===== src/rtl/inst_load_ctrl.sv =====
// Purpose: byte-serial program loader; parses a 4-byte big-endian word count, then packs
//          bytes big-endian into 32-bit words written to instruction memory from address 0.
// Latency: mem_we asserts exactly 1 cycle after the rx_valid carrying a word's 4th byte.
// Backpressure: none; rx_valid is a one-cycle strobe that is always accepted in HEADER/DATA.
//
// Ports:
//   CLK, reset            clock (rising edge), asynchronous active-low reset
//   loader_enable         level; rising edge starts a load, low aborts / acknowledges
//   rx_data, rx_valid     received byte and its one-cycle strobe
//   mem_we/addr/wdata     instruction-memory write port, one-cycle pulse per word
//   cpu_stall             high while no complete program is resident or a load is running
//   busy/done/error       status: HEADER-or-DATA / DONE / ERROR
//   words_loaded          words written by the current or last load
module inst_load_ctrl #(
    parameter int INST_MEM_WIDTH = 10
) (
    input  logic                      CLK,
    input  logic                      reset,
    input  logic                      loader_enable,
    input  logic [7:0]                rx_data,
    input  logic                      rx_valid,
    output logic                      mem_we,
    output logic [INST_MEM_WIDTH-1:0] mem_addr,
    output logic [31:0]               mem_wdata,
    output logic                      cpu_stall,
    output logic                      busy,
    output logic                      done,
    output logic                      error,
    output logic [INST_MEM_WIDTH:0]   words_loaded
);

    typedef enum logic [2:0] {
        S_IDLE,
        S_HEADER,
        S_DATA,
        S_DONE,
        S_ERROR
    } state_t;

    localparam logic [32:0]           DEPTH   = 33'd1 << INST_MEM_WIDTH;
    localparam logic [INST_MEM_WIDTH:0] WL_ONE = (INST_MEM_WIDTH+1)'(1);

    state_t                  state;
    logic                    en_q;        // previous loader_enable, for edge detection
    logic                    loaded;      // a complete program is resident
    logic [1:0]              byte_cnt;
    logic [23:0]             hdr;         // first three header bytes
    logic [23:0]             pack;        // first three bytes of the word in flight
    logic [INST_MEM_WIDTH:0] n_words;

    // Full header / word as it would look including the byte on rx_data this cycle.
    logic [31:0] hdr_full;
    logic        hdr_too_big;
    assign hdr_full    = {hdr, rx_data};
    assign hdr_too_big = {1'b0, hdr_full} > DEPTH;

    always_ff @(posedge CLK or negedge reset) begin
        if (!reset) begin
            state        <= S_IDLE;
            en_q         <= 1'b0;
            loaded       <= 1'b0;
            byte_cnt     <= 2'd0;
            hdr          <= '0;
            pack         <= '0;
            n_words      <= '0;
            mem_we       <= 1'b0;
            mem_addr     <= '0;
            mem_wdata    <= '0;
            cpu_stall    <= 1'b1;
            busy         <= 1'b0;
            done         <= 1'b0;
            error        <= 1'b0;
            words_loaded <= '0;
        end else begin
            en_q   <= loader_enable;
            mem_we <= 1'b0;

            case (state)
                S_IDLE: begin
                    if (loader_enable && !en_q) begin
                        state        <= S_HEADER;
                        loaded       <= 1'b0;
                        words_loaded <= '0;
                        byte_cnt     <= 2'd0;
                        busy         <= 1'b1;
                        cpu_stall    <= 1'b1;
                    end
                end

                S_HEADER: begin
                    if (!loader_enable) begin
                        state     <= S_IDLE;
                        busy      <= 1'b0;
                        cpu_stall <= ~loaded;
                    end else if (rx_valid) begin
                        hdr      <= hdr_full[23:0];
                        byte_cnt <= byte_cnt + 2'd1;
                        if (byte_cnt == 2'd3) begin
                            busy <= 1'b0;
                            if (hdr_full == 32'd0) begin
                                state     <= S_DONE;
                                done      <= 1'b1;
                                loaded    <= 1'b1;
                                cpu_stall <= 1'b0;
                            end else if (hdr_too_big) begin
                                state     <= S_ERROR;
                                error     <= 1'b1;
                                cpu_stall <= 1'b1;
                            end else begin
                                state    <= S_DATA;
                                busy     <= 1'b1;
                                n_words  <= hdr_full[INST_MEM_WIDTH:0];
                                byte_cnt <= 2'd0;
                            end
                        end
                    end
                end

                S_DATA: begin
                    if (!loader_enable) begin
                        // Partial word is dropped; any write issued last edge still completes.
                        state     <= S_IDLE;
                        busy      <= 1'b0;
                        cpu_stall <= ~loaded;
                    end else if (mem_we && words_loaded == n_words) begin
                        // Final word is on the bus this cycle; finish as mem_we drops.
                        state     <= S_DONE;
                        busy      <= 1'b0;
                        done      <= 1'b1;
                        loaded    <= 1'b1;
                        cpu_stall <= 1'b0;
                    end else if (rx_valid) begin
                        pack     <= {pack[15:0], rx_data};
                        byte_cnt <= byte_cnt + 2'd1;
                        if (byte_cnt == 2'd3) begin
                            mem_we       <= 1'b1;
                            mem_addr     <= words_loaded[INST_MEM_WIDTH-1:0];
                            mem_wdata    <= {pack, rx_data};
                            words_loaded <= words_loaded + WL_ONE;
                        end
                    end
                end

                S_DONE: begin
                    if (!loader_enable) begin
                        state     <= S_IDLE;
                        done      <= 1'b0;
                        cpu_stall <= ~loaded;
                    end
                end

                S_ERROR: begin
                    if (!loader_enable) begin
                        state     <= S_IDLE;
                        error     <= 1'b0;
                        cpu_stall <= ~loaded;
                    end
                end

                default: begin
                    state <= S_IDLE;
                end
            endcase
        end
    end

endmodule


===== config.mk =====
export PLATFORM = sky130hd
export DESIGN_NAME = inst_load_ctrl
export DESIGN_NICKNAME = d
export VERILOG_FILES = /design/src/rtl/inst_load_ctrl.sv
export SDC_FILE = /design/constraint.sdc
export NUM_CORES = 1
export LEC_CHECK = 0
export ABC_AREA = 1
export BUFFER_PORTS_ARGS = -buffer_cell sky130_fd_sc_hd__clkbuf_2
export CAP_MARGIN = 30
export CORE_AREA = 2 2 118 120
export CTS_BUF_LIST = sky130_fd_sc_hd__clkbuf_4
export DETAILED_ROUTE_END_ITERATION = 10
export DIE_AREA = 0 0 120 122
export PLACE_DENSITY_LB_ADDON = 0.05
export SLEW_MARGIN = 20
export SYNTH_ARGS = -nofsm -noshare
export SYNTH_HDL_FRONTEND = slang
export SYNTH_SLANG_ARGS = --single-unit

===== constraint.sdc =====
create_clock -name CLK -period 1.8 [get_ports CLK]
set_input_delay 0.18 -clock CLK [delete_from_list [all_inputs] [get_ports CLK]]
set_output_delay 0.18 -clock CLK [all_outputs]
set_load 0.01 [all_outputs]

======== After elaboration in Yosys (flattened, before gate mapping) ========
Index checks and enable logic that the tools add are counted.
cells by class
  multipliers ............................. 0
  shifts and indexed selects .............. 0
  $lt $le $gt $ge ......................... 1
  add/sub/neg operators ................... 2
  reduce and logical (&&, ||, !) cells .... 23
  equality and inequality tests ........... 25
  multiplexer cells ....................... 63
  divide/modulo/power cells ............... 0
  bitwise gates (word level) .............. 4
operators by type and width
  cell                                                                                number
  11-bit two-way mux                                                                  5
  32-bit by 11-bit greater-than comparator with 1-bit output (second input constant)  1
  32-bit zero test                                                                    1
  1-bit two-way mux                                                                   32
  2-bit inequality test (second input constant)                                       15
  3-bit two-way mux                                                                   9
  11-bit one-hot mux with 2 select lines                                              1
  7-bit AND reduction                                                                 3
  2-bit two-way mux                                                                   9
  8-bit AND reduction                                                                 2
  5-bit AND reduction                                                                 3
  3-bit one-hot mux with 4 select lines                                               1
  6-bit AND reduction                                                                 2
  11-bit by 1-bit adder with 11-bit output (second input constant)                    1
  11-bit == test                                                                      1
  3-bit inequality test (second input constant)                                       3
  1-bit one-hot mux with 3 select lines                                               3
  3-bit by 2-bit == test with 1-bit output (second input constant)                    2
  2-bit one-hot mux with 3 select lines                                               1
  3-bit nonzero test                                                                  2
  4-bit inequality test (second input constant)                                       1
  1-bit inverter                                                                      4
  1-bit one-hot mux with 4 select lines                                               1
  4-bit AND reduction                                                                 1
  other kinds (12)                                                                    14
storage, ports and cells
  bits in registers ....................... 124
  bits in latches ......................... 0
  bits in writable memories ............... 0
  logic and storage cells ................. 133
  bits in read-only memories .............. 0
  memories kept ........................... 0

======== Logic depth before layout (Yosys ltp) ========
Gate-level depths: netlist of the first run.
  word-level depth ........................ 7
  gate-level depth with buffers ........... 14
  mapped depth without buffers ............ 13

======== Least setup slack after synthesis of the first run ========
OpenSTA, ideal clock, no wires.
  kind .................................... register to register
  from .................................... register words_loaded[4]
  to ...................................... register mem_addr[3]
  cell stages (with the launch flop) ...... 12
  clock period less this slack ............ 1.584 ns
  arrival time ............................ 1.461 ns
  path slack .............................. 0.216 ns
  setup time .............................. 0.123 ns
  cells stage by stage .................... dfrtp_1 -> inv_2 -> nand2_1 -> nand2_1 -> nand2_1 -> nor2_2 -> nand3_2 -> nand2_2 -> inv_2 -> nand2_4 -> buf_2 -> o21ai_2
between the ends
  longest elaborated chain between the ends .. 4
ends and longest elaborated chain
  item                           RTL line  text
  start, declared                29        output logic [INST_MEM_WIDTH:0] words_loaded
  start signal, assigned         139       words_loaded <= words_loaded + WL_ONE;
  11-bit == test                 125       end else if (mem_we && words_loaded == n_words) begin
  1-bit logical AND              125
  1-bit inverter (no line)       --
  5-bit AND reduction (no line)  --
  end signal, assigned           137       mem_addr <= words_loaded[INST_MEM_WIDTH-1:0];
  end, declared                  23        output logic [INST_MEM_WIDTH-1:0] mem_addr,
Every way passes these cells.
A chain may end at the register's enable or synchronous reset.

======== Final worst setup path of the first run ========
  from .................................... register state[1]
  to ...................................... register mem_addr[0]
between the ends
  longest elaborated chain between the ends .. 2
ends and longest elaborated chain
  item                                      RTL line  text
  start, declared                           43        state_t state;
  start signal, assigned                    59        state <= S_IDLE;
  start signal, assigned                    81        state <= S_HEADER;
  start signal, assigned                    92        state <= S_IDLE;
  3-bit by 2-bit == test with 1-bit output  78        case (state)
  5-bit AND reduction (no line)             --
Every way passes these cells.

==> results of run 1 <==
## per-layer routing
metal  vias to the layer above  wire length (um)  GRT usage (%)
met5                         -                 0              0
met4                         0               272           8.75
met3                        20               627           4.35
met2                       109              6620           32.7
met1                      2278              6690           28.2
li1                       2413                 -              -
## registers in the layout (all words and copies together) (netlist names), 2 cells and up
register      flops
state             3
n_words          11
mem_addr         10
pack             24
mem_wdata        32
hdr              24
byte_cnt          2
words_loaded     11
## worst paths after layout
path	to	slack (ns)	cells past startpoint
setup reg to reg	mem_addr[0]$_DFFE_PN0P_	0.12	9
hold reg to reg	cpu_stall$_DFFE_PN1P_	0.48	2
setup / recovery	mem_addr[0]$_DFFE_PN0P_	0.12	9
max in group asynchronous	cpu_stall$_DFFE_PN1P_	0.99	3
min in group CLK	cpu_stall$_DFFE_PN1P_	0.22	8
hold / removal	pack[2]$_DFFE_PN0P_	0.14	2
## cell families (layout without fill, tap and decap cells)
logic type	Yosys count	count (layout)	share of synthesized area [%]
AO/OA/AOI/OAI	132	132	14.2
buffers and inverters	105	243	8.71
adder cells (fa/ha/maj)	2	2	0.427
XOR/XNOR	7	7	1.05
AND/OR/NAND/NOR	309	309	22.7
flip-flops	124	124	52.9
## cells in the final DEF, fill, tap and decap left out, types with 18 or more instances in the layout
| master | count |
|---|---|
| buf_4 | 43 |
| clkbuf_4 | 18 |
| nand2_2 | 29 |
| nand3_1 | 19 |
| nor2_1 | 35 |
| o21ai_0 | 50 |
| clkbuf_2 | 68 |
| inv_1 | 67 |
| o21ai_2 | 38 |
| nand2_1 | 191 |
| o21ai_1 | 30 |
| dfrtp_1 | 119 |
## final cells by class
| cell class | instances | area (sq um) | area share, % |
|---|---|---|---|
| well taps | 180 | 225 | 3.15 |
| flip-flops and latches | 124 | 3110 | 43.5 |
| multi-input cells | 450 | 2290 | 32.1 |
| inverters | 82 | 308 | 4.31 |
| clock inverters | 14 | 153 | 2.14 |
| clock buffers | 18 | 135 | 1.89 |
| repair buffers | 129 | 923 | 12.9 |
## through the flow
stage,worst slack [ns],area (sq um),hold slack (ns)
3_5_place_dp,0.0735,6640,0.168
4_1_cts,0.0215,7020,0.101
3_3_place_gp,0.0494,6640,0.159
5_1_grt,-0.00330,7140,0.129
2_1_floorplan,0.216,5860,-0.116
6_report,0.125,7140,0.139
## synth_stat cells (all sizes together)
master,instances
clkbuf,8
dfstp,1
buf,15
nor4,1
nor2,51
a21boi,1
nand3b,1
nand3,21
nor3b,1
nand2,221
nand4,7
o21bai,1
o211a,1
o22ai,1
a21oi,6
ha,2
clkinv,1
o21a,1
dfrtp,123
o311ai,1
xor2,7
o211ai,2
nor3,6
inv,81
o21ai,118
## power by group
part	switching, mW	internal (mW)
clock	1.03	0.956
sequential	0.427	3.45
combinational	1.51	1.00
## what timing repair did
action / CTS / global route
buffers inserted: 0 / 8
hold buffers: 10 / 0
gates resized for setup: 0 / 18
endpoints found under the hold margin: 131 / 0
endpoints found under the setup margin: 0 / 40
==> flow_summary.ini, run 1 <==
[timing]
worstMarginPinSlew_ns = 0.465
clock_skew_ns = 0.0198
min_period_over_period_pct = 93.1
tns_ns = 0
post-route-min-period_ns = 1.68
finalHoldViolations = 0
slew-limit-headroom_pct = 69.0
finalSetupViolations = 0
max_freq_mhz = 597
drv_slew = 0
rsz0062_at_grt = yes

[placement]
gp_congestion = 0.894
dp_cells = 947
io_buffers = 69
dp_hpwl_um = 10300

[clock_tree]
cts_htree_levels = 4
clkTransAtPathRegs_ns = 0.11
clock_sinks = 124
clk_latency_ns = 0.53
cts_root_buf = clkbuf_4
clockBufferDepth = 2
cts_tree = done
cts_made_buffers = 17

[floorplan]
ioPinCount = 70
initial_core_util_pct = 43.4
core-area_sq_mm = 0.0135
die_w_um = 120
die_area_sq_mm = 0.0146
num_rows = 43
die_y_um = 122

[setup_path]
r2r-start = state[1]$_DFFE_PN0P_
cp.required_ns = 2.22
worst-path-buf-inv = 2
start_kind = flip-flop
crit_path_top_delay_cell = dfrtp_1
critPathKind = flip-flop to flip-flop
crit_fanout = 12
arrival_ns = 2.09
critPathTopFamily = simple AND/OR/NAND/NOR gates
cp-end-kind = flip-flop
path_cells = nor2_2, o211ai_2, nand3_1, nor2_2, nand2_4, buf_12, buf_12, nand2_2, o21ai_1
startpoint = state[1]$_DFFE_PN0P_
cp_slowest_stage_delay_ns = 0.48

[power_and_ir_drop]
leakage_nw = 3.61
p_total_mw = 8.37
powerDensity_mw_per_mm2 = 1170
ir_drop_v = 0.000642

[logic_synthesis]
ys_ff_latch = 124
syn_nets = 693
syn_inst = 679
synth_area_leaders = dfrtp_1, nand2_1, o21ai_2
postSynthAreaPerCell_sq_um = 8.63
synth_warnings = 0
ys_types = 39
synth_area_leader_cell = dfrtp_1
seq_area_frac_synth_pct = 52.9
synth_top_area_share_pct = 52.5
netlist_area_sq_mm = 0.00586

[global_route]
gr-total-overflow = 0
grtUsageTotal_pct = 20.8
grt_pass1_wl_um = 23500
grt_max_degree = 49
grt_pass1_vias = 4707
antenna_found_initial = 0

[route]
drc = 0
wl_um = 14200
vias = 4820
antenna_left = 0
drt_pre_antenna_iters = 5
wl_per_cell_um = 14.3
dr.first_iter.drc_count = 349
vias_per_cell = 4.83

[cells_and_area]
drive_gt1_share_pct = 31.1
finish.utilization_pct = 52.9
fillers = 1328
final_cells = 997
antennaDiodeCount = 0
synthToLayoutAreaGrowth_pct = 21.9
nNetsFinal = 818

[worst_hold_path]
min_path_type = input port to async pin

[status]
status = finished clean

[job]
drv_cap = 0
No activity file was read; power rests on OpenSTA's default activity.
==> run 2: changes to the inputs <==
--- a/config.mk
+++ b/config.mk
@@ -6,12 +6,12 @@
 export NUM_CORES = 1
 export LEC_CHECK = 0
 export ABC_AREA = 1
-export BUFFER_PORTS_ARGS = -buffer_cell sky130_fd_sc_hd__clkbuf_2
 export CAP_MARGIN = 30
 export CORE_AREA = 2 2 118 120
 export CTS_BUF_LIST = sky130_fd_sc_hd__clkbuf_4
 export DETAILED_ROUTE_END_ITERATION = 10
 export DIE_AREA = 0 0 120 122
+export DONT_BUFFER_PORTS = 1
 export PLACE_DENSITY_LB_ADDON = 0.05
 export SLEW_MARGIN = 20
 export SYNTH_ARGS = -nofsm -noshare
==> run 2 against run 1 <==
- highest routed layer unchanged
- the flow now finishes with violations (negative hold slack)
- register-to-register slack worse by 0.098 ns
- global-route usage down 0.64 points
- largest power group unchanged
- largest cell class unchanged
- core utilization down 2.2 points
==> flow_summary.ini, run 2 (same netlist as run 1, synthesis figures left out) <==
[floorplan]
die_w_um = 120
core-area_sq_mm = 0.0135
die_y_um = 122
ioPinCount = 70
initial_core_util_pct = 43.4
die_area_sq_mm = 0.0146
num_rows = 43

[global_route]
grtUsageTotal_pct = 20.2
grt_pass1_wl_um = 22600
antenna_found_initial = 2
gr-total-overflow = 0
grt_max_degree = 125
grt_pass1_vias = 4387

[clock_tree]
clockBufferDepth = 2
postCtsHoldBufs = 9
cts_tree = done
clk_latency_ns = 0.53
cts_made_buffers = 17
clkTransAtPathRegs_ns = 0.11
cts_root_buf = clkbuf_4
clock_sinks = 124
cts_htree_levels = 4

[setup_path]
arrival_ns = 2.22
startpoint = words_loaded[7]$_DFFE_PN0P_
reg2regPathDepth = 12
start_kind = flip-flop
crit_fanout = 12
r2r-start = words_loaded[7]$_DFFE_PN0P_
critPathKind = flip-flop to flip-flop
r2r_setup_slack_ns = 0.03
worstReg2RegEnd = pack[22]$_DFFE_PN0P_
cp-end-kind = flip-flop
cp.required_ns = 2.24

[route]
antenna_left = 0
vias_per_cell = 4.99
drt_pre_antenna_iters = 5
drc = 0
vias = 4632
dr.first_iter.drc_count = 278
wl_um = 14700
wl_per_cell_um = 15.9

[power_and_ir_drop]
leakage_nw = 3.31
p_total_mw = 7.88
powerDensity_mw_per_mm2 = 1150
ir_drop_v = 0.000630

[cells_and_area]
nNetsFinal = 750
layout_commonest_cell = nand2_1
multiInputGateArea_sq_mm = 0.00231
final_cells = 928
fillers = 1283
finish.utilization_pct = 50.7
register_area_sq_mm = 0.00312
largest_reg_flops = 32
design_area_sq_mm = 0.00685
synthToLayoutAreaGrowth_pct = 16.9
reg_top3 = mem_wdata x32, hdr x24, pack x24
top_register = mem_wdata
layout_common_cells = nand2_1, dfrtp_1, inv_1
drive_gt1_share_pct = 25.9

[placement]
gp_congestion = 0.954
io_buffers = 0
placed_area_sq_mm = 0.00621
pre_cts_ws_ns = 0.0334
dp_cells = 872
dp_hpwl_um = 9570

[job]
drv_cap = 0

[status]
status = complete, but fails checks
violations = negative hold slack

[timing]
drv_slew = 0
clock_skew_ns = 0.0196
finalSetupViolations = 0
tns_ns = 0
min_period_over_period_pct = 98.5
fin_ws_ns = 0.0266
finalHoldViolations = 124
worstMarginPinSlew_ns = 0.359
holdWs_ns = -0.666
slew-limit-headroom_pct = 75.8
post-route-min-period_ns = 1.77
rsz0062_at_grt = yes
max_freq_mhz = 564

[worst_hold_path]
min_path_type = input port to async pin
run 2: cell types whose count changed in the layout (fill, tap and decap cells not counted), moves of 4 or more:
cell,previous run,this run
buf_12,8,3
clkbuf_16,0,4
clkbuf_2,68,0
dfrtp_1,119,113
dfrtp_2,4,10
nor2_2,13,8
run 2: worst max-delay path by stage:
stage	end
final	pack[22]$_DFFE_PN0P_
after CTS	mem_addr[3]$_DFFE_PN0P_
after global routing	words_loaded[6]$_DFFE_PN0P_
after floorplan	mem_addr[3]$_DFFE_PN0P_
after global placement	state[1]$_DFFE_PN0P_
after detailed placement	pack[13]$_DFFE_PN0P_
run 2: routing by layer:
metal  wire, um  vias up  track usage [%]  share of wire [%]
li1           -     2291                -                  -
met1       6630     2216             26.9                 45
met2       6950      103             30.9                 47
met3        846       22             5.81                5.7
met4        299        0             8.38                2.0
met5          0        -                0                  0
run 2: area by class of cell:
type	count	share of cell area, %
Sequential cell	124	45.5
Multi-Input combinational cell	450	33.7
Timing Repair Buffer	61	9.33
Inverter	82	4.56
Tap cell	180	3.29
Clock buffer	19	2.08
Clock inverter	10	1.50
Antenna cell	2	0.0730
run 2: timing repair:
action	CTS	global route
hold endpoints to repair	163	124
resized for setup	0	37
setup endpoints to repair	0	89
setup buffers	0	10
run 2: power by group:
part	total, mW	internal (mW)	switching (mW)
combinational	2.01	0.780	1.24
clock	1.80	0.812	0.991
sequential	4.06	3.46	0.603
run 2: worst max-delay path: stages, from the launching register on:
cell and delay [ns]:
dfrtp_2 0.46, inv_4 0.06, nand2_2 0.06, nand2_1 0.05
inv_1 0.04, nand2_1 0.05, nor2_2 0.16, nand3_2 0.14
nand2_4 0.14, nor2_4 0.05, buf_12 0.14, clkbuf_16 0.16
o21ai_0 0.16
==> run 3: changes to the inputs <==
==> constraint.sdc (replaced) <==
create_clock -name CLK -period 1.7 [get_ports CLK]
set_input_delay 0.17 -clock CLK [delete_from_list [all_inputs] [get_ports CLK]]
set_output_delay 0.17 -clock CLK [all_outputs]
set_load 0.01 [all_outputs]
==> run 3 against run 2 <==
- the run still ends with negative hold slack left
- maximum frequency is 4.3% higher
- largest cell class unchanged
- global-route usage is 0.35 points higher
- via count is 3.8% higher
- cell count is 3.0% higher
- routed wire length is 6.6% higher
- non-clock buffer count is 26 higher
- clock power is 19% higher
- clock skew is 0.0050 ns lower
- critical endpoint is now mem_wdata[17]$_DFFE_PN0P_
- worst setup slack worse by 0.027 ns
- highest routed layer unchanged
- core utilization is 4.7 points higher
==> flow_summary.ini, run 3 (same netlist as run 1, synthesis figures left out) <==
[global_route]
gr-total-overflow = 0
grt_max_degree = 125
grt_pass1_vias = 4461
grt_pass1_wl_um = 23100
antenna_found_initial = 1
grtUsageTotal_pct = 20.5

[setup_path]
cp.required_ns = 2.14
start_kind = flip-flop
path_cells = nor2_4, o211ai_2, nand3_1, nor2_4, buf_12, nand2_8, clkbuf_16, nand2_1, o21ai_2
r2r_setup_slack_ns = 0.0001
cp-end-kind = flip-flop
arrival_ns = 2.14
cp_slowest_stage_delay_ns = 0.47
r2r-start = state[0]$_DFFE_PN0P_
worstReg2RegEnd = mem_wdata[17]$_DFFE_PN0P_
critPathTopFamily = simple AND/OR/NAND/NOR gates
path_depth = 9
crit_path_top_delay_cell = dfrtp_2
reg2regPathDepth = 9
crit_fanout = 9
critPathKind = flip-flop to flip-flop
worst-path-buf-inv = 2
cp_common_cell = nor2_4

[job]
drv_cap = 0

[clock_tree]
clk_latency_ns = 0.55
cts_tree = done
clkTransAtPathRegs_ns = 0.11
clockBufferDepth = 2
cts_root_buf = clkbuf_4
clock_sinks = 124
postCtsHoldBufs = 9
cts_htree_levels = 4
cts_made_buffers = 17

[placement]
dp_cells = 887
placed_area_sq_mm = 0.00633
io_buffers = 0
dp_hpwl_um = 9690
gp_congestion = 0.959

[timing]
worstMarginPinSlew_ns = 0.351
max_freq_mhz = 588
finalSetupViolations = 0
post-route-min-period_ns = 1.70
min_period_over_period_pct = 100
drv_slew = 0
tns_ns = 0
finalHoldViolations = 124
slew-limit-headroom_pct = 76.3
clock_skew_ns = 0.0146
rsz0062_at_grt = yes
holdWs_ns = -0.699

[route]
wl_um = 15700
dr.first_iter.drc_count = 264
drt_pre_antenna_iters = 4
vias = 4810
drc = 0
antenna_left = 0
wl_per_cell_um = 16.4
vias_per_cell = 5.03

[cells_and_area]
reg_top3 = mem_wdata x32, hdr x24, pack x24
final_cells = 956
layout_commonest_cell = nand2_1
top_register = mem_wdata
layout_common_cells = nand2_1, dfrtp_1, inv_1
largest_reg_flops = 32
drive_gt1_share_pct = 35.0
finish.utilization_pct = 55.4
synthToLayoutAreaGrowth_pct = 27.7
design_area_sq_mm = 0.00748
nNetsFinal = 777

[floorplan]
initial_core_util_pct = 43.4
core-area_sq_mm = 0.0135
die_w_um = 120
num_rows = 43
die_y_um = 122
ioPinCount = 70
die_area_sq_mm = 0.0146

[status]
violations = negative hold slack
status = complete, but fails checks

[power_and_ir_drop]
powerDensity_mw_per_mm2 = 1180
ir_drop_v = 0.000686
leakage_nw = 3.59
p_total_mw = 8.86

[worst_hold_path]
min_path_type = input port to async pin
==> run 3: changes by cell type in the layout (fill, tap and decap cells not counted), moves of 5 or more <==
cell	previous run	this run
nand2_1	189	161
nand2_2	29	52
o21ai_0	47	30
buf_4	40	55
o21ai_2	38	50
clkbuf_16	4	10
dfrtp_1	113	118
dfrtp_2	10	5
nand2_4	2	7
o21ai_1	33	38
==> run 3: how the worst max path moves through the flow <==
stage                                      endpoint                   startpoint
after floorplan             mem_addr[3]$_DFFE_PN0P_  words_loaded[4]$_DFFE_PN0P_
after CTS                      pack[19]$_DFFE_PN0P_  words_loaded[5]$_DFFE_PN0P_
after global placement         state[1]$_DFFE_PN0P_         state[2]$_DFFE_PN0P_
after detailed placement   mem_wdata[7]$_DFFE_PN0P_  words_loaded[7]$_DFFE_PN0P_
final                     mem_wdata[17]$_DFFE_PN0P_         state[0]$_DFFE_PN0P_
after global routing           state[1]$_DFFE_PN0P_         state[0]$_DFFE_PN0P_
==> run 3: per-layer routing <==
layer | wire, um | vias to the layer above | GRT usage, % | part of all wire, %
li1 | - | 2344 | - | -
met5 | 0 | - | 0 | 0
met1 | 7070 | 2325 | 27.4 | 45
met4 | 225 | 0 | 6.18 | 1.4
met2 | 7610 | 112 | 32.2 | 48
met3 | 793 | 29 | 6.46 | 5.1
==> run 3: worst reg2reg max path, cell delays in order, from the launching register on <==
cell,delay [ns]
dfrtp_2,0.47
nor2_4,0.08
o211ai_2,0.09
nand3_1,0.15
nor2_4,0.22
buf_12,0.15
nand2_8,0.09
clkbuf_16,0.19
nand2_1,0.10
o21ai_2,0.07
==> run 3: power by group <==
| part | total (mW) | internal (mW) | leakage, nW | switching (mW) |
|---|---|---|---|---|
| clock network | 2.14 | 1.01 | 0.145 | 1.13 |
| logic | 2.40 | 0.976 | 1.90 | 1.42 |
| registers | 4.33 | 3.66 | 1.55 | 0.667 |
| total | 8.86 | 5.64 | 3.59 | 3.22 |
==> run 3: what timing repair did <==
item | CTS | global route
resized for setup | 7 | 109
pin swaps | 2 | 11
buffers inserted | 2 | 10
cloned | 1 | 16
endpoints found under the setup margin | 21 | 94
endpoints found under the hold margin | 165 | 124
==> run 3: metrics by stage <==
step	setup slack, ns	hold WS, ns
after floorplan	0.116	-0.126
after global placement	-0.0153	-0.123
after detailed placement	-0.00308	-0.123
after CTS	0.00646	-0.748
after global routing	-0.0707	-0.771
final	0.000113	-0.699
==> run 3: area by class of cell <==
type	instances	area, sq um
fill	1277	6020
sequential	124	3110
multi-input combinational	451	2570
timing repair buffer	87	981
inverter	82	310
tap	180	225
clock inverter	13	151
clock buffer	18	135
antenna	1	2.50
